<file path="src/rtl/pipe_ctrl_pkg.sv">
// Shared types and constants for the pipeline sequencing controller.
package pipe_ctrl_pkg;

    localparam int REG_IDX_WIDTH = 5;
    localparam int PC_WIDTH      = 32;
    localparam int PERF_W        = 32;

    // Controller FSM encodings.
    typedef enum logic [1:0] {
        PCTL_RUN      = 2'd0,
        PCTL_MEM_WAIT = 2'd1,
        PCTL_ERR      = 2'd2
    } pctl_state_e;

    // x0 is hard-wired to zero, so it never carries a pending write.
    function automatic logic reg_tracked(input logic [REG_IDX_WIDTH-1:0] idx);
        return (idx != {REG_IDX_WIDTH{1'b0}});
    endfunction

endpackage

</file>
<file path="src/rtl/pipe_ctrl_reg_scoreboard.sv">
// Per-register pending-write counters used for read-after-write hazard detection.
// Lookups use the registered counts only; updates become visible next cycle.
module reg_scoreboard
    import pipe_ctrl_pkg::*;
#(
    parameter int NREG  = 32,
    parameter int CNT_W = 2
) (
    input  logic                     clk,
    input  logic                     rst,
    input  logic                     inc_en,
    input  logic [REG_IDX_WIDTH-1:0] inc_idx,
    input  logic                     dec_en,
    input  logic [REG_IDX_WIDTH-1:0] dec_idx,
    input  logic [REG_IDX_WIDTH-1:0] rs1_idx,
    input  logic [REG_IDX_WIDTH-1:0] rs2_idx,
    input  logic [REG_IDX_WIDTH-1:0] rd_idx,
    output logic                     rs1_busy,
    output logic                     rs2_busy,
    output logic                     rd_full
);

    localparam logic [CNT_W-1:0] CNT_MAX  = {CNT_W{1'b1}};
    localparam logic [CNT_W-1:0] CNT_ZERO = {CNT_W{1'b0}};

    logic [NREG-1:0][CNT_W-1:0] cnt;
    logic [NREG-1:0][CNT_W-1:0] cnt_next;

    // Next count per register: a matched increment and decrement cancel,
    // a decrement of an idle register is dropped, entry 0 stays at zero.
    always_comb begin
        cnt_next = cnt;
        for (int i = 1; i < NREG; i++) begin
            if (inc_en && (inc_idx == REG_IDX_WIDTH'(i)) &&
                !(dec_en && (dec_idx == REG_IDX_WIDTH'(i)))) begin
                cnt_next[i] = cnt[i] + CNT_W'(1'b1);
            end else if (dec_en && (dec_idx == REG_IDX_WIDTH'(i)) &&
                         !(inc_en && (inc_idx == REG_IDX_WIDTH'(i))) &&
                         (cnt[i] != CNT_ZERO)) begin
                cnt_next[i] = cnt[i] - CNT_W'(1'b1);
            end else begin
                cnt_next[i] = cnt[i];
            end
        end
        cnt_next[0] = CNT_ZERO;
    end

    // Counter array register.
    always_ff @(posedge clk) begin
        if (rst) begin
            cnt <= '0;
        end else begin
            cnt <= cnt_next;
        end
    end

    assign rs1_busy = reg_tracked(rs1_idx) && (cnt[rs1_idx] != CNT_ZERO);
    assign rs2_busy = reg_tracked(rs2_idx) && (cnt[rs2_idx] != CNT_ZERO);
    assign rd_full  = reg_tracked(rd_idx)  && (cnt[rd_idx]  == CNT_MAX);

endmodule

</file>
<file path="src/rtl/pipe_ctrl.sv">
// Pipeline sequencing controller: memory-wait FSM with timeout, EX redirect,
// scoreboard-based data hazard stalls and stall/flush performance counters.
module pipe_ctrl
    import pipe_ctrl_pkg::*;
#(
    parameter int NREG        = 32,
    parameter int CNT_W       = 2,
    parameter int MEM_TIMEOUT = 256
) (
    input  logic                     clk,
    input  logic                     rst,
    input  logic                     dec_valid_i,
    input  logic [REG_IDX_WIDTH-1:0] dec_rs1_idx_i,
    input  logic [REG_IDX_WIDTH-1:0] dec_rs2_idx_i,
    input  logic                     dec_rs1_en_i,
    input  logic                     dec_rs2_en_i,
    input  logic [REG_IDX_WIDTH-1:0] dec_rd_idx_i,
    input  logic                     dec_rd_en_i,
    input  logic                     wb_en_i,
    input  logic [REG_IDX_WIDTH-1:0] wb_idx_i,
    input  logic                     ex_redirect_i,
    input  logic [PC_WIDTH-1:0]      ex_redirect_pc_i,
    input  logic                     mem_req_i,
    input  logic                     mem_ack_i,
    output logic                     stall_if_o,
    output logic                     stall_id_o,
    output logic                     stall_ex_o,
    output logic                     bubble_id_ex_o,
    output logic                     flush_if_id_o,
    output logic                     pc_redirect_en_o,
    output logic [PC_WIDTH-1:0]      pc_redirect_pc_o,
    output logic                     mem_err_o,
    output logic [PERF_W-1:0]        perf_stall_cnt_o,
    output logic [PERF_W-1:0]        perf_flush_cnt_o
);

    localparam int WAIT_W = (MEM_TIMEOUT > 2) ? $clog2(MEM_TIMEOUT) : 1;
    localparam logic [WAIT_W-1:0] WAIT_LAST = WAIT_W'(MEM_TIMEOUT - 1);
    localparam logic [WAIT_W-1:0] WAIT_ZERO = {WAIT_W{1'b0}};

    pctl_state_e         state;
    pctl_state_e         state_next;
    logic [WAIT_W-1:0]   wait_cnt;
    logic [WAIT_W-1:0]   wait_next;
    logic                mem_stall;
    logic                redirect;
    logic                hazard;
    logic                issue;
    logic                wb_dec;
    logic                rs1_busy;
    logic                rs2_busy;
    logic                rd_full;
    logic                mem_err;
    logic [PERF_W-1:0]   perf_stall;
    logic [PERF_W-1:0]   perf_flush;

    reg_scoreboard #(
        .NREG  (NREG),
        .CNT_W (CNT_W)
    ) u_scoreboard (
        .clk      (clk),
        .rst      (rst),
        .inc_en   (issue),
        .inc_idx  (dec_rd_idx_i),
        .dec_en   (wb_dec),
        .dec_idx  (wb_idx_i),
        .rs1_idx  (dec_rs1_idx_i),
        .rs2_idx  (dec_rs2_idx_i),
        .rd_idx   (dec_rd_idx_i),
        .rs1_busy (rs1_busy),
        .rs2_busy (rs2_busy),
        .rd_full  (rd_full)
    );

    // Hazard uses registered counts only: a same-cycle writeback does not help
    // because the register file has no write-through path.
    assign hazard = dec_valid_i && ((dec_rs1_en_i && rs1_busy) ||
                                    (dec_rs2_en_i && rs2_busy) ||
                                    (dec_rd_en_i  && rd_full));
    assign wb_dec = wb_en_i && reg_tracked(wb_idx_i);

    // FSM next state plus stall/bubble/flush/redirect priority:
    // reset, then memory stall, then redirect, then data hazard.
    always_comb begin
        state_next       = state;
        wait_next        = wait_cnt;
        stall_if_o       = 1'b0;
        stall_id_o       = 1'b0;
        stall_ex_o       = 1'b0;
        bubble_id_ex_o   = 1'b0;
        flush_if_id_o    = 1'b0;
        pc_redirect_en_o = 1'b0;

        mem_stall = (mem_req_i && !mem_ack_i) || (state == PCTL_ERR);
        redirect  = ex_redirect_i && !mem_stall;
        issue     = dec_valid_i && dec_rd_en_i && reg_tracked(dec_rd_idx_i) &&
                    !hazard && !mem_stall && !redirect && !rst;

        case (state)
            PCTL_RUN: begin
                if (mem_req_i && !mem_ack_i) begin
                    state_next = PCTL_MEM_WAIT;
                    wait_next  = WAIT_ZERO;
                end else begin
                    state_next = PCTL_RUN;
                    wait_next  = WAIT_ZERO;
                end
            end
            PCTL_MEM_WAIT: begin
                if (mem_ack_i) begin
                    state_next = PCTL_RUN;
                    wait_next  = WAIT_ZERO;
                end else if (wait_cnt == WAIT_LAST) begin
                    state_next = PCTL_ERR;
                    wait_next  = WAIT_ZERO;
                end else begin
                    state_next = PCTL_MEM_WAIT;
                    wait_next  = wait_cnt + WAIT_W'(1'b1);
                end
            end
            PCTL_ERR: begin
                state_next = PCTL_ERR;
                wait_next  = WAIT_ZERO;
            end
            default: begin
                state_next = PCTL_RUN;
                wait_next  = WAIT_ZERO;
            end
        endcase

        if (rst) begin
            flush_if_id_o  = 1'b1;
            bubble_id_ex_o = 1'b1;
        end else if (mem_stall) begin
            stall_if_o = 1'b1;
            stall_id_o = 1'b1;
            stall_ex_o = 1'b1;
        end else if (redirect) begin
            pc_redirect_en_o = 1'b1;
            flush_if_id_o    = 1'b1;
            bubble_id_ex_o   = 1'b1;
        end else if (hazard) begin
            stall_if_o     = 1'b1;
            stall_id_o     = 1'b1;
            bubble_id_ex_o = 1'b1;
        end else begin
            stall_if_o = 1'b0;
        end
    end

    // FSM state and memory wait counter registers.
    always_ff @(posedge clk) begin
        if (rst) begin
            state    <= PCTL_RUN;
            wait_cnt <= WAIT_ZERO;
        end else begin
            state    <= state_next;
            wait_cnt <= wait_next;
        end
    end

    // Sticky memory-timeout flag, set on the edge that enters ERR.
    always_ff @(posedge clk) begin
        if (rst) begin
            mem_err <= 1'b0;
        end else if (state_next == PCTL_ERR) begin
            mem_err <= 1'b1;
        end else begin
            mem_err <= mem_err;
        end
    end

    // Free-running wrap-around stall and redirect counters.
    always_ff @(posedge clk) begin
        if (rst) begin
            perf_stall <= 32'd0;
            perf_flush <= 32'd0;
        end else begin
            if (stall_if_o) begin
                perf_stall <= perf_stall + 32'd1;
            end else begin
                perf_stall <= perf_stall;
            end
            if (pc_redirect_en_o) begin
                perf_flush <= perf_flush + 32'd1;
            end else begin
                perf_flush <= perf_flush;
            end
        end
    end

    assign pc_redirect_pc_o = ex_redirect_pc_i;
    assign mem_err_o        = mem_err;
    assign perf_stall_cnt_o = perf_stall;
    assign perf_flush_cnt_o = perf_flush;

endmodule

</file>
<file path="config.mk">
export PLATFORM = sky130hd
export DESIGN_NAME = pipe_ctrl
export DESIGN_NICKNAME = d
export VERILOG_FILES = /design/src/rtl/pipe_ctrl_pkg.sv /design/src/rtl/pipe_ctrl_reg_scoreboard.sv /design/src/rtl/pipe_ctrl.sv
export SDC_FILE = /design/constraint.sdc
export NUM_CORES = 1
export LEC_CHECK = 0
export ABC_AREA = 1
export BUFFER_PORTS_ARGS = -buffer_cell sky130_fd_sc_hd__buf_2
export CAP_MARGIN = 20
export CORE_ASPECT_RATIO = 1.75
export CORE_UTILIZATION = 35
export CTS_CLUSTER_SIZE = 28
export DETAILED_ROUTE_END_ITERATION = 12
export SKIP_LAST_GASP = 1
export SLEW_MARGIN = 10
export SYNTH_ARGS = -nofsm -noshare
export SYNTH_HDL_FRONTEND = slang
export SYNTH_SLANG_ARGS = --single-unit
export TNS_END_PERCENT = 5
</file>
<file path="constraint.sdc">
create_clock -name clk -period 2.8 [get_ports clk]
set_input_delay 0.14 -clock clk [delete_from_list [all_inputs] [get_ports clk]]
set_output_delay 0.14 -clock clk [all_outputs]
set_load 0.01 [all_outputs]
</file>
# [Word level (Yosys, flattened, before mapping)]
# Cells that the tools add are included.
[word_totals] wordCells=568 input_bits=62 register_bits=137 output_inout_bits=103
[classes] n_lt_le_gt_ge=3 n_mux=85 add_sub_neg=65 eq_ne=67 bitwise_logic=1 reduce_logical=311
[ops] cell="logical AND 1 bit" n=171
[ops] cell="equality test 5 bit, second input constant" n=32
[ops] cell="2-to-1 mux 2 bit" n=67
[ops] cell="nonzero test 2 bit" n=64
[ops] cell="equality test 5 x 4 -> 1 bit, second input constant" n=16
[ops] cell="zero test 1 bit" n=67
[ops] cell="adder 32 x 1 -> 32 bit, second input constant" n=2
[ops] cell="adder 2 x 1 -> 2 bit, second input constant" n=31
[ops] cell="subtractor 2 x 1 -> 2 bit, second input constant" n=31
[ops] cell="equality test 5 x 3 -> 1 bit, second input constant" n=8
[ops] cell="binary-select mux 2 bit (select 5 bit)" n=3
[ops] cell="equality test 5 x 2 -> 1 bit, second input constant" n=4
[ops] cell="nonzero test 5 bit" n=4
[ops] cell="< comparator 5 x 6 -> 1 bit, second input constant" n=3
[ops] cell="2-to-1 mux 1 bit" n=14
[ops] cell="equality test 5 x 1 -> 1 bit, second input constant" n=2
[ops] cell="adder 8 x 1 -> 8 bit, second input constant" n=1
[ops] cell="equality test 8 bit, second input constant" n=1
[ops] cell="equality test 2 bit, second input constant" n=3
[ops] cell="case mux 2 bit (3 select lines)" n=1
[ops] cell="OR reduction 4 bit" n=1
[ops] cell="logical OR 1 bit" n=3
[ops] cell="equality test 2 x 1 -> 1 bit, second input constant" n=1
[ops] cell="zero test 2 bit" n=1
[ops] cell="inverter 1 bit" n=1

# [Longest topological paths before layout]
# Gate-level depths: netlist of the first run.
[depth] ltp_word=19 mapped_depth=21 mapped_depth_nobuf=20

# [By module]
# Synthesis of the first run repeated with hierarchy kept, for this count alone.
[hier_totals] hier_cells=1540 hier_area_um2=9016.1
[modules_own_cells] mod="reg_scoreboard" area_per_inst_um2=4675.7 cells_per_inst=845 seq_area_each_um2=1241.2 n_inst=1
[modules_own_cells] mod="pipe_ctrl" area_per_inst_um2=4340.4 cells_per_inst=695 seq_area_each_um2=1501.4 n_inst=1

# [Worst setup path after synthesis of the first run]
# No wires, ideal clock.
[synth_timing] path_type="flip-flop to flip-flop" from="register state[0]" to="register perf_flush[27], in the netlist perf_flush_cnt_o[27]" path_stages_with_launch=17 setup_slack_ns=0.704 t_required_ns=2.672 setup_ns=0.128 period_less_slack_ns=2.096 n_path_buf=0 arrival_time_ns=1.968 cell_sequence="dfxtp_1 inv_1 nand2_1 nand2_1 inv_1 nand2_1 nor2_2 nand2_1 nor2_2 nand4_1 nor2_1 nand2_1 nor2_1 nand2_1 nor3_1 xor2_1 nor2_1"
[synth_via] elab_chain_len=7
[synth_rtl] element="start, declared" line="pipe_ctrl.sv:41" text="pctl_state_e state;"
[synth_rtl] element="start signal, assigned" line="pipe_ctrl.sv:157" text="state <= state_next;"
[synth_rtl] element="equality test 2 bit (*)" line="pipe_ctrl.sv:94" text="mem_stall = (mem_req_i && !mem_ack_i) || (state == PCTL_ERR);"
[synth_rtl] element="logical OR 1 bit (*)" line="pipe_ctrl.sv:94"
[synth_rtl] element="zero test 1 bit" line="pipe_ctrl.sv:95" text="redirect = ex_redirect_i && !mem_stall;"
[synth_rtl] element="logical AND 1 bit" line="pipe_ctrl.sv:95"
[synth_rtl] element="2-to-1 mux 1 bit" line="pipe_ctrl.sv:138" text="end else if (redirect) begin"
[synth_rtl] element="2-to-1 mux 1 bit (*)" line="pipe_ctrl.sv:134" text="end else if (mem_stall) begin"
[synth_rtl] element="2-to-1 mux 1 bit (*)" line="pipe_ctrl.sv:131" text="if (rst) begin"
[synth_rtl] element="net pc_redirect_en_o" line="pipe_ctrl.sv:30" text="output logic pc_redirect_en_o,"
[synth_rtl] element="end signal, assigned" line="pipe_ctrl.sv:185" text="perf_flush <= perf_flush + 32'd1;"
[synth_rtl] element="end signal, assigned" line="pipe_ctrl.sv:187" text="perf_flush <= perf_flush;"
[synth_rtl] element="end, declared" line="pipe_ctrl.sv:55" text="logic [PERF_W-1:0] perf_flush;"
# Mark *: on every way through the listed nets, which the timed path passes. The rest lies on a longest branch.
# A chain may end at the register's enable or synchronous reset.

# [Worst setup path in the final report of the first run]
[layout_timing] from="register u_scoreboard.cnt[26] (netlist bit)" to="output port stall_id_o"
[layout_via] elab_chain_len=12 word_cells_on_any_way=22 classes_between="1 x eq/ne; 10 x mux; 11 x reduce/logical"
[layout_rtl] element="start, declared" line="pipe_ctrl_reg_scoreboard.sv:26" text="logic [NREG-1:0][CNT_W-1:0] cnt;"
[layout_rtl] element="start signal, assigned" line="pipe_ctrl_reg_scoreboard.sv:53" text="cnt <= cnt_next;"
[layout_rtl] element="binary-select mux 2 bit (select 5 bit) (on tied branches)" line="pipe_ctrl_reg_scoreboard.sv:57, pipe_ctrl_reg_scoreboard.sv:58"
[layout_rtl] element="2-to-1 mux 2 bit (on tied branches)" line="pipe_ctrl_reg_scoreboard.sv:57, pipe_ctrl_reg_scoreboard.sv:58"
[layout_rtl] element="nonzero test 2 bit (on tied branches)" line="pipe_ctrl_reg_scoreboard.sv:57, pipe_ctrl_reg_scoreboard.sv:58"
[layout_rtl] element="logical AND 1 bit (on tied branches)" line="pipe_ctrl_reg_scoreboard.sv:57, pipe_ctrl_reg_scoreboard.sv:58"
[layout_rtl] element="logical AND 1 bit (on tied branches)" line="pipe_ctrl.sv:77, pipe_ctrl.sv:78"
[layout_rtl] element="logical OR 1 bit" line="pipe_ctrl.sv:77" text="assign hazard = dec_valid_i && ((dec_rs1_en_i && rs1_busy) ||"
[layout_rtl] element="logical OR 1 bit (*)" line="pipe_ctrl.sv:78" text="(dec_rs2_en_i && rs2_busy) ||"
[layout_rtl] element="logical AND 1 bit (*)" line="pipe_ctrl.sv:77"
[layout_rtl] element="2-to-1 mux 1 bit (*)" line="pipe_ctrl.sv:142" text="end else if (hazard) begin"
[layout_rtl] element="2-to-1 mux 1 bit (*)" line="pipe_ctrl.sv:138"
[layout_rtl] element="2-to-1 mux 1 bit (*)" line="pipe_ctrl.sv:134"
[layout_rtl] element="2-to-1 mux 1 bit (*)" line="pipe_ctrl.sv:131"
[layout_rtl] element="end, declared" line="pipe_ctrl.sv:26" text="output logic stall_id_o,"
# Mark *: on every way between the ends. The rest lies on a longest branch, timed or not. The select of a mux whose other input is x is not followed.

==> flow_metrics.tcl, run 1 <==
set metrics [dict create \
    slew_headroom_pct 38.2 \
    async_reset_ff_share_pct 0 \
    insertion_delay_ps 450 \
    holdCritStartpoint "mem_ack_i" \
    num_antenna_cells 0 \
    grt_pass1_vias 10300 \
    areaGrowthSynthToFinish_pct 14.3 \
    initial_utilization_pct 35.7 \
    instances_no_fill 2066 \
    clock.fmax_mhz 369 \
    min_period_ps 2710 \
    cts_root_buf "clkbuf_16" \
    cp_num_cells 13 \
    worst_slew_pin_slew_ps 928 \
    fin_ws_ps 87.9 \
    cp_cell_sequence "inv_1, nand2_1, o21ai_0, nand2_1, nand3_1, nand2_1, nand2_1, nand2_1, nand3_1, nand3_1, nand3_1, nand2_1, buf_2" \
    crit_type "flop to primary output" \
    rr_endpoint "u_scoreboard.cnt[43]" \
    skew_ps 9.30 \
    io-pin-count 165 \
    dieWidth_um 127 \
    p_sw_uw 1300 \
    clock_sinks 137 \
    path_clk_slew_ps 60 \
    outcome "completed" \
    whs_path_depth 4 \
    crit_path_end_kind "primary output" \
    portBuffers 100 \
    yosysUniqueCellTypes 34 \
    p_total_uw 4830 \
    slew_violations 0 \
    drc 0 \
    max_cap_violations 0 \
    cpMostUsedCell "nand2_1" \
    nNetsFinal 1794 \
    design_area_mm2 0.0109 \
    rsz0062_at_grt "yes" \
    gp_congestion 0.980 \
    clockBufferDepth 2 \
    slowest_stage "dfxtp_1" \
    htreeDepth 4 \
    grt_antenna_before_repair 0 \
    hold_violations 0 \
    post-route-util_pct 40.8 \
    fp.dieH_um 220 \
    netlist_area_mm2 0.00954 \
    drt-initial-drc-count 483 \
    synth_edf_count 0 \
    setup_violations 0 \
    p_comb_share_pct 9.6 \
    irDropWorstVdd_mv 0.447 \
    path_max_fanout 5 \
    cts_tree "built" \
    synth_seq_cells 137 \
    seq_area_frac_synth_pct 28.8 \
    ys_dominant_reg_cell "dfxtp_1" \
    rrSetupSlack_ps 150 \
    antenna_left 0 \
    hp-class "primary input to flop" \
    seq_power_share_pct 40.6 \
    swShare_pct 27.0 \
    yosysMostFrequentCell "nand2_1" \
    synth_largest_area_cell "dfxtp_1" \
    dpl.hpwl_mm 25.5 \
    synth_top_area_share_pct 28.8 \
    yosysWarnings 0 \
    die-area_mm2 0.0279 \
    cp-start-kind "flop" \
    dp.cells 2034 \
    drt_pass1_iterations 5 \
    critPathBufInv 2 \
    hold_end "state[0]" \
    vias_per_cell 5.13 \
    grt_usage_pct 24.8 \
    wirelength_mm 33.5 \
    fin_crit_sh_pct 96.9 \
    ys_top_cells_by_area "dfxtp_1, nand2_1, nor2_1, inv_1, nand3_1" \
    place_area_mm2 0.0103 \
    drive_gt1_share_pct 10.6 \
    cp.arrival_ps 2570 \
    netlist_top_cells_count "nand2_1, nor2_1, inv_1" \
    grt_max_degree 87 \
    cts_hold_buf 0 \
    p_int_uw 3530 \
    core_area_mm2 0.0267 \
    place_ws_ps 223 \
    p_per_area_mw_per_mm2 443 \
    row_count 79 \
    power.leakage_uw 0.00458 \
    routedWlPerCell_um 16.2 \
    cts_buffers 17 \
    num_vias 10600 \
    cpPeakStageDelay_ps 390 \
    required_ps 2660 \
    syn_nets 1720 \
    grt_pass1_wl_mm 52.7 \
    clkPwrFrac_pct 49.8 \
    syn_inst 1655 \
    r2r-start "u_scoreboard.cnt[22]" \
    grt-ovfl-total 0 \
    critPathTopFamily "simple AND/OR/NAND/NOR gates" \
    postSynthAreaPerCell_um2 5.76 \
    r2r.worst_path.cells 16 \
]
## what timing repair did
item                                    in CTS  in global routing
endpoints found under the setup margin       0                 98
resized for setup                            0                  5
buffers inserted                             0                  0
## power by group through the flow
stage               logic (uW)  clock network, uW  registers [uW]
floorplan                  333                  0            2010
global placement           454                  0            2010
detailed placement         457                  0            2010
CTS                        458               2450            1960
global route               513               2540            1960
finish                     463               2400            1960
## layout by cell type, fill, tap and decap left out, types with 28 or more instances in the layout
master	Yosys	layout
a21oi_1	90	90
buf_2	14	100
buf_4	40	34
dfxtp_1	137	137
inv_1	227	227
nand2_1	400	400
nand3_1	152	151
nand4_1	45	45
nor2_1	309	306
nor3_1	28	28
o21ai_0	90	90
## flip-flops by register name, summed over array words and instances, names as in the netlist
register,flops
u_scoreboard.cnt,62
perf_flush_cnt_o,32
perf_stall_cnt_o,32
wait_cnt,8
state,2
mem_err_o,1
## cell type report
cell class / instances / area (um2)
tap: 324 / 405
inverter: 234 / 880
sequential: 137 / 2740
fill: 2973 / 15800
multi-input combinational: 1202 / 5440
clock buffer: 19 / 443
timing repair buffer: 137 / 816
clock inverter: 13 / 168
## through the flow
| step | hold slack (ps) | setup TNS (ps) |
|---|---|---|
| finish | 21.1 | 0 |
| detailed placement | 280 | 0 |
| floorplan | 346 | 0 |
| CTS | 1.82 | 0 |
| global route | 48.2 | -4500 |
| global placement | 280 | 0 |
## cell families after synthesis
group	synth area share, %
and+or+nand+nor	42.6
xor gates and xnor gates	2.66
adders and majority gates	0.394
DFF	28.8
AOI/OAI and AO/OA	11.3
buffers and inverters	14.3
## layer usage
layer  share of wire [%]  global-route usage (%)  vias up
met4                 8.4                    21.6        0
met3                 4.1                    4.57      132
met5                   0                       0        -
met1                  36                    23.7     4790
met2                  51                    45.6      304
li1                    -                       -     5364
## worst max path at each step
stage                     slack [ps]                  from                    to
after CTS                        190  u_scoreboard.cnt[30]            stall_id_o
after detailed placement         220              state[0]  perf_flush_cnt_o[31]
after floorplan                  700              state[0]  perf_flush_cnt_o[27]
final                             90  u_scoreboard.cnt[26]            stall_id_o
after global routing            -150  u_scoreboard.cnt[26]  perf_stall_cnt_o[21]
after global placement           290              state[0]  perf_flush_cnt_o[31]
## worst reg2reg max path: cells and delay by family (launching register included)
family          cells  cell delay, ps
compound gates      2             280
simple gates       13            1700
buf+inv             1             230
flops               1             360
Power figures use the tool's default switching activity.
==> inputs of run 2 (changes only) <==
--- a/config.mk
+++ b/config.mk
@@ -12,6 +12,7 @@
 export CORE_UTILIZATION = 35
 export CTS_CLUSTER_SIZE = 28
 export DETAILED_ROUTE_END_ITERATION = 12
+export PLACE_DENSITY_LB_ADDON = 0.15
 export SKIP_LAST_GASP = 1
 export SLEW_MARGIN = 10
 export SYNTH_ARGS = -nofsm -noshare
==> flow_metrics.tcl, run 2 (same netlist as run 1, synthesis figures left out) <==
set metrics [dict create \
    dieWidth_um 127 \
    fp.dieH_um 220 \
    cp_cell_sequence "nor2_1, nand2_1, nand3_1, nand3_1, nand3_1, nand3_1, nand3_1, nand3_1, nand3_1, nand2_1, buf_4, buf_2" \
    rsz0062_at_grt "yes" \
    rrSetupSlack_ps 150 \
    drive_gt1_share_pct 11.3 \
    crit_path_end_kind "primary output" \
    r2r-start "u_scoreboard.cnt[59]" \
    cts_buffers 17 \
    drt-initial-drc-count 546 \
    cpMostUsedCell "nand3_1" \
    gr-max-usage-layer "met2" \
    vias_per_cell 5.18 \
    cts_hold_buf 0 \
    layout_common_cells "nand2_1, nor2_1, inv_1" \
    antenna_left 0 \
    grt_max_degree 87 \
    rr_endpoint "u_scoreboard.cnt[42]" \
    dpl.hpwl_mm 27.4 \
    wirelength_mm 35.5 \
    endpoint "stall_id_o" \
    cp.arrival_ps 2690 \
    instances_no_fill 2083 \
    drc 0 \
    io-pin-count 165 \
    setup_violations 2 \
    cpPeakStageDelay_ps 350 \
    required_ps 2660 \
    use_met3_pct 4.13 \
    grt_pass1_wl_mm 55.2 \
    clock.fmax_mhz 353 \
    fin_crit_sh_pct 101 \
    path_max_fanout 10 \
    drt_pass1_iterations 5 \
    slew_violations 0 \
    gp_congestion 0.991 \
    grt_usage_pct 26.2 \
    routedWlPerCell_um 17.1 \
    core_area_mm2 0.0267 \
    max_cap_violations 0 \
    p_per_area_mw_per_mm2 437 \
    regMostFlops "u_scoreboard.cnt" \
    grt-ovfl-total 0 \
    path_clk_slew_ps 60 \
    irDropWorstVdd_mv 0.442 \
    grt_pass1_vias 10500 \
    skew_ps 12.3 \
    outcome "finished with violations" \
    slew_headroom_pct 35.9 \
    row_count 79 \
    cts_tree "built" \
    p_total_uw 4820 \
    htreeDepth 4 \
    nNetsFinal 1811 \
    power.leakage_uw 0.00467 \
    clock_sinks 137 \
    hold_violations 0 \
    r2r.worst_path.cells 15 \
    insertion_delay_ps 450 \
    fin_ws_ps -34.7 \
    hp-class "primary input to flop" \
    portBuffers 100 \
    num_vias 10800 \
    worst_slew_pin_slew_ps 962 \
    slowest_stage "nor2_1" \
    violations "setup timing" \
    cts_setup_buffers 0 \
    crit_type "flop to primary output" \
    grt_antenna_before_repair 0 \
    min_period_ps 2830 \
    cts_root_buf "clkbuf_16" \
    place_ws_ps 165 \
    largest_register_ffs 62 \
    initial_utilization_pct 35.7 \
    grt.met2_usage_pct 49.6 \
    use_met1_pct 25.1 \
    areaGrowthSynthToFinish_pct 15.7 \
    num_antenna_cells 0 \
    cp-start-kind "flop" \
    clockBufferDepth 2 \
    dp.cells 2051 \
    cp-startpoint "u_scoreboard.cnt[59]" \
    final_common_cell "nand2_1" \
    die-area_mm2 0.0279 \
]
[run 2: changes by cell type in the layout (fill, tap and decap cells not counted), sizes merged]
cell / change
buf: +17
bufinv: -1
clkbuf: +1
[run 2: what timing repair did]
action	CTS	global route
gates resized for setup	1	2
endpoints found under the hold margin	0	0
gates cloned	0	0
endpoints found under the setup margin	2	9
[run 2: layer usage]
| metal | vias up | share of wire, % |
|---|---|---|
| met5 | - | 0 |
| met4 | 0 | 7.7 |
| met3 | 125 | 4.2 |
| met2 | 337 | 53 |
| met1 | 4933 | 35 |
| li1 | 5401 | - |
[run 2: worst min path at each step]
| stage | startpoint | endpoint | slack (ps) | depth (start not counted) |
|---|---|---|---|---|
| 2_1_floorplan | mem_ack_i | state[0] | 350 | 3 |
| 6_report | mem_ack_i | state[0] | 10 | 4 |
| 3_5_place_dp | ex_redirect_pc_i[17] | pc_redirect_pc_o[17] | 280 | 0 |
| 5_1_grt | mem_ack_i | state[0] | 60 | 4 |
| 3_3_place_gp | ex_redirect_pc_i[17] | pc_redirect_pc_o[17] | 280 | 0 |
| 4_1_cts | mem_ack_i | state[0] | 3 | 4 |
[run 2: final cells by class]
class	count	area (um2)
repair buffers	154	968
inverters	234	878
well taps	324	405
fillers	2950	15700
clock buffers	20	457
multi-input cells	1202	5440
flip-flops and latches	137	2740
clock inverters	12	141
[run 2: where the power goes]
group / total (uW) / internal (uW) / switching (uW)
sequential: 1960 / 1960 / 6.75
clock: 2360 / 1370 / 992
combinational: 499 / 151 / 347
total: 4820 / 3480 / 1350
[run 2: per-stage QoR]
stage	util (%)	hold WS (ps)	setup TNS (ps)	cell area, um2
floorplan	-	346	0	9540
global placement	39.1	280	0	10400
detailed placement	39.1	280	0	10400
CTS	41.3	3.11	0	11000
global route	41.4	57.4	-500	11000
finish	41.4	14.6	-68.6	11000
[run 2: worst max-delay path: cells and delay by family (launching register included)]
family                 cells  cell delay (ps)
AND/OR/NAND/NOR           10             1590
flip-flops                 1              320
buffers and inverters      2              340
==> inputs of run 3 (changes only) <==
--- a/config.mk
+++ b/config.mk
@@ -13,6 +13,7 @@
 export CTS_CLUSTER_SIZE = 28
 export DETAILED_ROUTE_END_ITERATION = 12
 export PLACE_DENSITY_LB_ADDON = 0.15
+export RECOVER_POWER = 50
 export SKIP_LAST_GASP = 1
 export SLEW_MARGIN = 10
 export SYNTH_ARGS = -nofsm -noshare
==> flow_metrics.tcl, run 3 (same netlist as run 1, synthesis figures left out) <==
set metrics [dict create \
    outcome "finished with violations" \
    violations "setup timing" \
    grt_pass1_wl_mm 55.2 \
    dp.cells 2051 \
    row_count 79 \
    fin_ws_ps -38.1 \
    drc 0 \
    num_antenna_cells 0 \
    final-seq-area_mm2 0.00274 \
    hp-class "primary input to flop" \
    initial_utilization_pct 35.7 \
    nNetsFinal 1811 \
    clockBufferDepth 2 \
    cts_setup_buffers 0 \
    io-pin-count 165 \
    cts_hold_buf 0 \
    portBuffers 100 \
    required_ps 2660 \
    hold_violations 0 \
    areaGrowthSynthToFinish_pct 14.9 \
    antenna_left 0 \
    grt_max_degree 87 \
    endpoint "stall_id_o" \
    max_cap_violations 0 \
    min_period_ps 2840 \
    htreeDepth 4 \
    clock_sinks 137 \
    cp_num_cells 12 \
    crit_type "flop to primary output" \
    critPathTopFamily "simple AND/OR/NAND/NOR gates" \
    cts_root_buf "clkbuf_16" \
    multiInputGateArea_mm2 0.00544 \
    die-area_mm2 0.0279 \
    cp-startpoint "u_scoreboard.cnt[59]" \
    p_per_area_mw_per_mm2 439 \
    layout_common_cells "nand2_1, nor2_1, inv_1" \
    dpl.hpwl_mm 27.4 \
    drive_gt1_share_pct 7.56 \
    cp_cell_sequence "nor2_1, nand2_1, nand3_1, nand3_1, nand3_1, nand3_1, nand3_1, nand3_1, nand3_1, nand2_1, buf_4, buf_2" \
    crit_path_end_kind "primary output" \
    core_area_mm2 0.0267 \
    path_clk_slew_ps 60 \
    path_max_fanout 10 \
    fill_cells 2981 \
    irDropWorstVdd_mv 0.441 \
    place_ws_ps 165 \
    cpMostUsedCell "nand3_1" \
    cp-start-kind "flop" \
    insertion_delay_ps 450 \
    cts_buffers 17 \
    cp.arrival_ps 2700 \
    grt_usage_pct 26.2 \
    slew_headroom_pct 35.4 \
    clock.fmax_mhz 352 \
    fp.dieH_um 220 \
    cpPeakStageDelay_ps 350 \
    power.leakage_uw 0.00438 \
    fin_crit_sh_pct 101 \
    vias_per_cell 5.18 \
    skew_ps 14.6 \
    final_common_cell "nand2_1" \
    regMostFlops "u_scoreboard.cnt" \
    largest_register_ffs 62 \
    drt-initial-drc-count 512 \
    cts_tree "built" \
    rr_endpoint "u_scoreboard.cnt[42]" \
    setup_violations 2 \
    dieWidth_um 127 \
    grt-ovfl-total 0 \
    slew_violations 0 \
    drt_pass1_iterations 5 \
    r2r.worst_path.cells 15 \
    rrSetupSlack_ps 180 \
    worst_slew_pin_slew_ps 970 \
    num_vias 10800 \
    r2r-start "u_scoreboard.cnt[59]" \
    routedWlPerCell_um 17.0 \
    wirelength_mm 35.5 \
    rsz0062_at_grt "yes" \
    instances_no_fill 2083 \
    grt_antenna_before_repair 0 \
    slowest_stage "nor2_1" \
    critPathBufInv 2 \
    holdCritStartpoint "mem_ack_i" \
    gp_congestion 0.991 \
    grt_pass1_vias 10500 \
]
==> run 3: cell count changes in the layout (fill, tap and decap cells not counted), sizes merged <==
cell	change
clkbuf	+66
buf	-66
==> run 3: worst register-to-register path: cells and delay by family, from the launching register on <==
family	cells	cell delay, ps
buffers and inverters	1	230
and+or+nand+nor	14	1980
DFF	1	320
==> run 3: worst min path at each step <==
stage | endpoint | cells after the start
floorplan | state[0] | 3
global placement | pc_redirect_pc_o[17] | 0
detailed placement | pc_redirect_pc_o[17] | 0
CTS | state[0] | 4
global route | state[0] | 4
finish | state[0] | 4
==> run 3: cell type report <==
type                       count  share of cell area, %
clock buffer                  20                   4.17
clock inverter                12                   1.29
inverter                     234                   8.02
multi-input combinational   1202                   49.7
sequential                   137                   25.0
tap                          324                   3.70
timing repair buffer         154                   8.07
==> run 3: power breakdown <==
group / switching, uW / leakage, uW / internal [uW]
clock network: 986 / 0.000288 / 1370
registers: 6.88 / 0.00110 / 1960
logic: 347 / 0.00299 / 149
total: 1340 / 0.00438 / 3470
==> run 3: per-stage QoR <==
stage | area, um2 | TNS, ps | hold WS (ps) | utilization (%) | power, uW
6_report | 11000 | -75.3 | 18.7 | 41.0 | 4810
5_1_grt | 11000 | -500 | 57.4 | 41.0 | 4990
4_1_cts | 11000 | 0 | 3.11 | 41.3 | 4870
3_5_place_dp | 10400 | 0 | 280 | 39.1 | 2500
3_3_place_gp | 10400 | 0 | 280 | 39.1 | 2500
2_1_floorplan | 9540 | 0 | 346 | - | 2340
==> run 3: repair_timing <==
item | in CTS | in global routing
endpoints found under the setup margin | 2 | 9
resized for setup | 1 | 2
endpoints found under the hold margin | 0 | 0
==> run 3: metal layers <==
layer  wire (um)  global-route usage [%]  vias to the layer above
li1            -                       -                     5397
met1       12700                    25.1                     4933
met2       18700                    49.6                      330
met3        1350                    4.13                      135
met4        2770                    20.8                        0
met5           0                       0                        -
